## src/rtl/cache_ctrl_fsm_if.sv

```systemverilog
// Bus bundle for cache_ctrl_fsm: processor port, main-memory port and DataRam port.
// The master modport is the cache controller; the slave modport is its surroundings
// (processor, memory and DataRam).
interface cache_ctrl_fsm_if #(
  parameter int ADDR_W  = 16,
  parameter int INDEX_W = 8,
  parameter int DATA_W  = 16
);
  // Processor side
  logic [ADDR_W-1:0]  PAddr;
  logic [DATA_W-1:0]  PDataIn;
  logic               PRead;
  logic               PWrite;
  logic [DATA_W-1:0]  PDataOut;
  logic               PReady;
  // Main-memory side
  logic [ADDR_W-1:0]  MAddr;
  logic [DATA_W-1:0]  MDataOut;
  logic [DATA_W-1:0]  MDataIn;
  logic               MRead;
  logic               MWrite;
  logic               MReady;
  // DataRam side
  logic [INDEX_W-1:0] DAddress;
  logic [DATA_W-1:0]  DDataIn;
  logic [DATA_W-1:0]  DDataOut;
  logic               DWrite;

  modport master (
    input  PAddr, PDataIn, PRead, PWrite, MDataIn, MReady, DDataOut,
    output PDataOut, PReady, MAddr, MDataOut, MRead, MWrite, DAddress, DDataIn, DWrite
  );

  modport slave (
    output PAddr, PDataIn, PRead, PWrite, MDataIn, MReady, DDataOut,
    input  PDataOut, PReady, MAddr, MDataOut, MRead, MWrite, DAddress, DDataIn, DWrite
  );
endinterface

```

## src/rtl/cache_ctrl_fsm.sv

```systemverilog
// Direct-mapped, write-through, no-write-allocate cache controller.
// Holds the tag/valid array and sequences lookups, read-miss line fills and
// write-through to main memory; the data words live in an external DataRam
// (one word per line, writes on negedge, registered read on posedge).
// Optional build macro CACHE_STATS_EN adds saturating read hit/miss counters
// on ports HitCount/MissCount.
module cache_ctrl_fsm #(
  parameter int ADDR_W  = 16,
  parameter int INDEX_W = 8,
  parameter int DATA_W  = 16
) (
  input  logic              Clk,
  input  logic              Reset,
  cache_ctrl_fsm_if.master  bus
`ifdef CACHE_STATS_EN
  ,
  output logic [15:0]       HitCount,
  output logic [15:0]       MissCount
`endif
);

  localparam int TAG_W     = ADDR_W - INDEX_W;
  localparam int CACHESIZE = 2 ** INDEX_W;

  typedef enum logic [2:0] {
    IDLE,
    LOOKUP,
    MEM_RD,
    FILL,
    MEM_WR,
    RESP
  } state_t;

  state_t                 state_q, state_d;
  logic [ADDR_W-1:0]      req_addr_q, req_addr_d;
  logic [DATA_W-1:0]      req_data_q, req_data_d;
  logic                   req_wr_q, req_wr_d;     // transaction is a write
  logic                   filled_q, filled_d;     // read went through FILL
  logic [CACHESIZE-1:0]   valid_q, valid_d;
  logic [TAG_W-1:0]       tag_q [CACHESIZE];
  logic                   tag_we;

  logic [INDEX_W-1:0]     idx;
  logic [TAG_W-1:0]       req_tag;
  logic                   hit;

  logic [DATA_W-1:0]      p_data_out;
  logic                   p_ready;
  logic [DATA_W-1:0]      m_data_out;
  logic                   m_read;
  logic                   m_write;
  logic [INDEX_W-1:0]     d_address;
  logic [DATA_W-1:0]      d_data_in;
  logic                   d_write;

  assign idx     = req_addr_q[INDEX_W-1:0];
  assign req_tag = req_addr_q[ADDR_W-1:INDEX_W];
  assign hit     = valid_q[idx] && (tag_q[idx] == req_tag);

  // Next-state, request latching and Moore-style bus outputs
  always_comb begin
    state_d    = state_q;
    req_addr_d = req_addr_q;
    req_data_d = req_data_q;
    req_wr_d   = req_wr_q;
    filled_d   = filled_q;
    valid_d    = valid_q;
    tag_we     = 1'b0;
    p_data_out = '0;
    p_ready    = 1'b0;
    m_data_out = '0;
    m_read     = 1'b0;
    m_write    = 1'b0;
    d_address  = '0;
    d_data_in  = '0;
    d_write    = 1'b0;

    case (state_q)
      IDLE: begin
        if (bus.PRead || bus.PWrite) begin
          req_addr_d = bus.PAddr;
          req_data_d = bus.PDataIn;
          // A simultaneous read and write request is served as a read.
          req_wr_d   = ~bus.PRead;
          filled_d   = 1'b0;
          state_d    = LOOKUP;
        end
      end

      LOOKUP: begin
        // DataRam registers this address on the edge ending LOOKUP, so a read
        // hit finds its word on DDataOut during RESP.
        d_address = idx;
        if (!req_wr_q) begin
          state_d = hit ? RESP : MEM_RD;
        end else begin
          if (hit) begin
            d_write   = 1'b1;
            d_data_in = req_data_q;
          end
          state_d = MEM_WR;
        end
      end

      MEM_RD: begin
        m_read = 1'b1;
        if (bus.MReady) begin
          req_data_d = bus.MDataIn;
          state_d    = FILL;
        end
      end

      FILL: begin
        d_write      = 1'b1;
        d_address    = idx;
        d_data_in    = req_data_q;
        tag_we       = 1'b1;
        valid_d[idx] = 1'b1;
        filled_d     = 1'b1;
        state_d      = RESP;
      end

      MEM_WR: begin
        m_write    = 1'b1;
        m_data_out = req_data_q;
        if (bus.MReady) begin
          state_d = RESP;
        end
      end

      RESP: begin
        p_ready = 1'b1;
        if (req_wr_q) begin
          p_data_out = '0;
        end else if (filled_q) begin
          p_data_out = req_data_q;
        end else begin
          p_data_out = bus.DDataOut;
        end
        state_d = IDLE;
      end

      default: begin
        state_d = IDLE;
      end
    endcase
  end

  // State, request and valid registers; reset abandons any transaction
  always_ff @(posedge Clk or posedge Reset) begin
    if (Reset) begin
      state_q    <= IDLE;
      req_addr_q <= '0;
      req_data_q <= '0;
      req_wr_q   <= 1'b0;
      filled_q   <= 1'b0;
      valid_q    <= '0;
    end else begin
      state_q    <= state_d;
      req_addr_q <= req_addr_d;
      req_data_q <= req_data_d;
      req_wr_q   <= req_wr_d;
      filled_q   <= filled_d;
      valid_q    <= valid_d;
    end
  end

  // Tag storage; contents are only meaningful where the valid bit is set
  always_ff @(posedge Clk) begin
    if (tag_we) begin
      tag_q[idx] <= req_tag;
    end
  end

  assign bus.PDataOut = p_data_out;
  assign bus.PReady   = p_ready;
  assign bus.MAddr    = req_addr_q;
  assign bus.MDataOut = m_data_out;
  assign bus.MRead    = m_read;
  assign bus.MWrite   = m_write;
  assign bus.DAddress = d_address;
  assign bus.DDataIn  = d_data_in;
  assign bus.DWrite   = d_write;

`ifdef CACHE_STATS_EN
  logic [15:0] hit_cnt_q, hit_cnt_d;
  logic [15:0] miss_cnt_q, miss_cnt_d;

  function automatic logic [15:0] sat_inc(input logic [15:0] v);
    return (v == 16'hFFFF) ? v : v + 16'd1;
  endfunction

  // Count read lookups only; writes leave both counters alone
  always_comb begin
    hit_cnt_d  = hit_cnt_q;
    miss_cnt_d = miss_cnt_q;
    if (state_q == LOOKUP && !req_wr_q) begin
      if (hit) begin
        hit_cnt_d = sat_inc(hit_cnt_q);
      end else begin
        miss_cnt_d = sat_inc(miss_cnt_q);
      end
    end
  end

  // Statistics counter registers
  always_ff @(posedge Clk or posedge Reset) begin
    if (Reset) begin
      hit_cnt_q  <= '0;
      miss_cnt_q <= '0;
    end else begin
      hit_cnt_q  <= hit_cnt_d;
      miss_cnt_q <= miss_cnt_d;
    end
  end

  assign HitCount  = hit_cnt_q;
  assign MissCount = miss_cnt_q;
`endif

endmodule

```

## src/flat_wrapper.sv

```systemverilog
// flat-port wrapper written by rule: the top's interface ports become plain ports
module cache_ctrl_fsm_flat 
#(
  parameter int ADDR_W  = 16,
  parameter int INDEX_W = 8,
  parameter int DATA_W  = 16
)
  (Clk, Reset, bus_PAddr, bus_PDataIn, bus_PRead, bus_PWrite, bus_MDataIn, bus_MReady, bus_DDataOut, bus_PDataOut, bus_PReady, bus_MAddr, bus_MDataOut, bus_MRead, bus_MWrite, bus_DAddress, bus_DDataIn, bus_DWrite);
  cache_ctrl_fsm_if #(.ADDR_W(ADDR_W), .INDEX_W(INDEX_W), .DATA_W(DATA_W)) bus_i ();
  input  logic Clk;
  input  logic Reset;
  input wire logic [$bits(bus_i.PAddr)-1:0] bus_PAddr;
  input wire logic [$bits(bus_i.PDataIn)-1:0] bus_PDataIn;
  input wire logic [$bits(bus_i.PRead)-1:0] bus_PRead;
  input wire logic [$bits(bus_i.PWrite)-1:0] bus_PWrite;
  input wire logic [$bits(bus_i.MDataIn)-1:0] bus_MDataIn;
  input wire logic [$bits(bus_i.MReady)-1:0] bus_MReady;
  input wire logic [$bits(bus_i.DDataOut)-1:0] bus_DDataOut;
  output wire logic [$bits(bus_i.PDataOut)-1:0] bus_PDataOut;
  output wire logic [$bits(bus_i.PReady)-1:0] bus_PReady;
  output wire logic [$bits(bus_i.MAddr)-1:0] bus_MAddr;
  output wire logic [$bits(bus_i.MDataOut)-1:0] bus_MDataOut;
  output wire logic [$bits(bus_i.MRead)-1:0] bus_MRead;
  output wire logic [$bits(bus_i.MWrite)-1:0] bus_MWrite;
  output wire logic [$bits(bus_i.DAddress)-1:0] bus_DAddress;
  output wire logic [$bits(bus_i.DDataIn)-1:0] bus_DDataIn;
  output wire logic [$bits(bus_i.DWrite)-1:0] bus_DWrite;
  assign bus_i.PAddr = bus_PAddr;
  assign bus_i.PDataIn = bus_PDataIn;
  assign bus_i.PRead = bus_PRead;
  assign bus_i.PWrite = bus_PWrite;
  assign bus_i.MDataIn = bus_MDataIn;
  assign bus_i.MReady = bus_MReady;
  assign bus_i.DDataOut = bus_DDataOut;
  assign bus_PDataOut = bus_i.PDataOut;
  assign bus_PReady = bus_i.PReady;
  assign bus_MAddr = bus_i.MAddr;
  assign bus_MDataOut = bus_i.MDataOut;
  assign bus_MRead = bus_i.MRead;
  assign bus_MWrite = bus_i.MWrite;
  assign bus_DAddress = bus_i.DAddress;
  assign bus_DDataIn = bus_i.DDataIn;
  assign bus_DWrite = bus_i.DWrite;
  cache_ctrl_fsm #(.ADDR_W(ADDR_W), .INDEX_W(INDEX_W), .DATA_W(DATA_W)) u_core (.Clk(Clk), .Reset(Reset), .bus(bus_i));
endmodule
```

## config.mk

```make
export PLATFORM = sky130hd
export DESIGN_NAME = cache_ctrl_fsm_flat
export DESIGN_NICKNAME = d
export VERILOG_FILES = /design/src/rtl/cache_ctrl_fsm_if.sv /design/src/rtl/cache_ctrl_fsm.sv /design/src/flat_wrapper.sv
export SDC_FILE = /design/constraint.sdc
export NUM_CORES = 2
export LEC_CHECK = 0
export ABC_AREA = 1
export CAP_MARGIN = 20
export CORE_AREA = 2 2 464 466
export CTS_CLUSTER_DIAMETER = 40
export DETAILED_ROUTE_END_ITERATION = 7
export DIE_AREA = 0 0 466 468
export PLACE_DENSITY = 0.71
export SLEW_MARGIN = 20
export SYNTH_ARGS = -nofsm -noshare
export SYNTH_HDL_FRONTEND = slang
export SYNTH_SLANG_ARGS = --single-unit
```

## constraint.sdc

```tcl
create_clock -name Clk -period 31.7 [get_ports Clk]
set_input_delay 6.34 -clock Clk [delete_from_list [all_inputs] [get_ports Clk]]
set_output_delay 6.34 -clock Clk [all_outputs]
set_load 0.02 [all_outputs]
```

==> metrics.md <==
| Metric | Value |
|---|---|
| Max-cap viol count | 0 |
| Worst R2R End | u_core.tag_q[52][5] |
| Core area | 213000 µm² |
| Leakage | 43.3 nW |
| Antenna violations before repair | 10 |
| Area occupied by multi-input gates | 24400 µm² |
| Net Sw Frac | 38.3% |
| Largest stage delay on the critical path | 0.84 ns |
| Worst Path Required | 25.36 ns |
| Worst Max-Slew Pin Slew | 1.20 ns |
| CP Depth | 20 |
| DR vias/cell | 5.60 |
| Max-slew headroom | 19.9% |
| Final instance area | 109000 µm² |
| VDD IR-drop max | 0.0708 mV |
| Drt pass-1 iters | 6 |
| Setup violations, final | 0 |
| CP max stage cell | buf_4 |
| Most frequent cells in the layout | 4360 x nand2_1, 2048 x edfxtp_1, 595 x nor2_1 |
| Total CTS buffers | 295 |
| Die area | 218000 µm² |
| Dpl cells | 11532 |
| Fin crit share | 46.8% |
| Routed Wire Length | 281000 µm |
| Crit path from | u_core.bus.MAddr[0] |
| Avg WL per Cell | 23.3 µm |
| Sink Count | 2341 |
| Arr. time, crit path | 8.51 ns |
| Critical path, cell by cell | buf_4, buf_4, nor2_4, buf_12, clkinv_2, buf_4, o22ai_1, o21ai_0, nand2_1, o21ai_0, and2_1, nand2_1, nand2_1, nand3_1, nor2_1, nand2_1, nor2_1, nand3_2, a21oi_1, clkdlybuf4s50_1 |
| Die Ht | 468 µm |
| Post-synth cell types | 33 |
| Port Buffer Count | 144 |
| # Post-CTS Setup Buffers | 0 |
| Startpoint Class | register |
| Number of global-route vias before repair | 64768 |
| Min Tclk post-route | 14.85 ns |
| Area Overhead vs Synth | 14.4% |
| Pins Over Slew Limit | 0 |
| CTS root buffer | clkbuf_16 |
| Power Density | 97.5 nW/µm² |
| Initial core utilization | 44.8% |
| CP Capture Point | bus_DDataIn[9] |
| DP HPWL | 155000 µm |
| Gr ovfl total | 0 |
| Crit end category | primary output |
| Layout cells sized above 1 | 8.76% |
| Worst Skew | 0.0502 ns |
| Worst-path fanout max | 120 |
| H-tree depth | 5 |
| Non-Filler Instances | 12056 |
| Fin. Hold Viols | 0 |
| Resize count post-CTS | 0 |
| Flop-to-flop setup slack | 24.52 ns |
| Combinational power share | 31.9% |
| #FFs+latches synth | 2341 |
| Pint | 0.00657 W |
| Syn Std Cell Area | 95600 µm² |
| Largest net degree at the start of global routing | 173 |
| Register area | 68900 µm² |
| Hold crit path type | reg -> reg |
| Drc violations | 0 |
| Die X | 466 µm |
| Critical path buffers and inverters | 6 |
| Crit-path most repeated cell | nand2_1 |
| Unrepaired setup endpoints after global routing | false |
| GR Util All Layers | 25.1% |
| # nets final | 9062 |
| Tot Pwr | 0.0107 W |
| Placer Congestion | 0.915 |
| Commonest non-fill, non-tap cell in the layout | nand2_1 |
| Detail Route Antenna Nets | 0 |
| Rows | 170 |
| Reg clk slew, reported paths | 0.06 ns |
| Achievable Freq | 67.4 MHz |
| Setup_tns | 0 ns |
| Clock power frac | 30.8% |
| Syn avg cell area | 10.7 µm² |
| Status | finished, final reports clean |
| Register area share after synthesis | 72.0% |
| RR Startpoint | u_core.bus.MAddr[0] |
| Initial DRC Count | 9095 |
| First-pass GRT wire length | 410000 µm |
| # fillers | 17763 |
| CP top delay family | buffers and inverters |
| Syn_nets | 8983 |
| Placed Area | 99700 µm² |
| Clk Latency, worst-skew pair | 0.93 ns |
| Sequential share of power | 37.3% |
| Syn Inst Count | 8914 |
| Total number of vias | 67515 |
| CTS tree | done |
| WS Path Type | reg -> out |
| # hold bufs at CTS | 0 |
| Switching Power | 0.00408 W |
| Synthesis Warnings | 0 |
| R2R depth | 10 |
| CTS Buffer Depth | 4 |
| Ports | 145 |
## worst register-to-register path, stage by stage, from the launching register on
cell and delay (ns):
dfrtp_4 0.71, buf_4 0.47, buf_4 0.54, nor2_4 0.27, buf_12 0.68, clkinv_2 1.00
buf_4 0.59, nor2_1 0.36, nand2_1 0.70, buf_4 0.54, nor2_1 0.92
## state kept, by name (all words and copies together) (netlist names)
register / cells
u_core.tag_q: 2048
u_core.req_data_q: 16
u_core.state_q: 3
u_core.filled_q: 1
u_core.req_wr_q: 1
u_core.bus.MAddr: 16
u_core.valid_q: 256
## through the flow
stage | util [%] | hold slack [ns] | setup WS (ns)
floorplan | - | 0.427 | 17.27
global placement | 46.7 | 0.439 | 17.69
detailed placement | 46.7 | 0.443 | 17.68
CTS | 51.2 | 0.457 | 17.08
global route | 51.2 | 0.463 | 16.66
finish | 51.3 | 0.458 | 16.85
## Yosys cell counts
| master | count | area (µm²) |
|---|---|---|
| nand3_1 | 166 | 831 |
| a22oi_1 | 18 | 135 |
| buf_6 | 6 | 67.6 |
| nor2_2 | 2 | 12.5 |
| o22ai_1 | 64 | 400 |
| inv_4 | 1 | 6.26 |
| inv_2 | 3 | 11.3 |
| o21ai_0 | 261 | 1310 |
| and2_1 | 1 | 6.26 |
| nand3b_1 | 2 | 15.0 |
| inv_1 | 124 | 465 |
| clkbuf_1 | 246 | 923 |
| edfxtp_1 | 2048 | 61500 |
| nor3_1 | 2 | 10.0 |
| a21oi_1 | 87 | 435 |
| a31oi_1 | 16 | 100 |
| nor2_1 | 607 | 2280 |
| nand3_2 | 1 | 10.0 |
| o221ai_1 | 1 | 8.76 |
| o41ai_1 | 1 | 8.76 |
| o211ai_1 | 1 | 7.51 |
| nand4_1 | 118 | 738 |
| or2_2 | 190 | 1190 |
| mux2_2 | 3 | 33.8 |
| clkinv_1 | 2 | 7.51 |
| nand2_1 | 4367 | 16400 |
| o21bai_1 | 1 | 7.51 |
| dfrtp_1 | 293 | 7330 |
| buf_2 | 166 | 831 |
| buf_1 | 52 | 195 |
| o21ai_1 | 54 | 270 |
| a21oi_2 | 9 | 78.8 |
| buf_4 | 1 | 7.51 |
## cell type report
type / count / area share [%]
Tap cell: 2838 / 3.25
Clock buffer: 362 / 7.23
Timing Repair Buffer: 253 / 2.20
Multi-Input combinational cell: 5972 / 22.3
Antenna cell: 8 / 0.0183
Inverter: 130 / 0.489
Sequential cell: 2341 / 63.0
Clock inverter: 152 / 1.52
## routing by layer
layer / wire length (µm) / vias to the layer above / GRT usage [%]
met1: 105000 / 32557 / 33.5
met3: 33700 / 838 / 6.00
li1: - / 29801 / -
met5: 39 / - / 0
met2: 127000 / 4313 / 38.7
met4: 14400 / 6 / 12.4
## worst min path at each step
stage / start / endpoint / cells after the start
after detailed placement: u_core.valid_q[6] / u_core.valid_q[6] / 2
after global routing: u_core.valid_q[166] / u_core.valid_q[166] / 2
after floorplan: u_core.valid_q[102] / u_core.valid_q[102] / 2
after CTS: u_core.valid_q[6] / u_core.valid_q[6] / 2
after global placement: u_core.valid_q[30] / u_core.valid_q[30] / 2
final: u_core.valid_q[166] / u_core.valid_q[166] / 2
## logic make-up after synthesis
| logic type | Yosys count | share of synthesized area (%) |
|---|---|---|
| AND/OR/NAND/NOR | 5456 | 22.5 |
| flip-flops | 2341 | 72.0 |
| buffers and inverters | 601 | 2.63 |
| AO/OA/AOI/OAI | 513 | 2.89 |
| multiplexers | 3 | 0.0353 |
## power by group through the flow
stage	clock network (W)	logic, W	registers, W
6_report	0.00329	0.00340	0.00398
5_1_grt	0.00342	0.00362	0.00398
4_1_cts	0.00330	0.00328	0.00398
3_5_place_dp	0	0.00326	0.00404
3_3_place_gp	0	0.00321	0.00404
2_1_floorplan	0	0.00181	0.00420
Power figures use the tool's default switching activity.
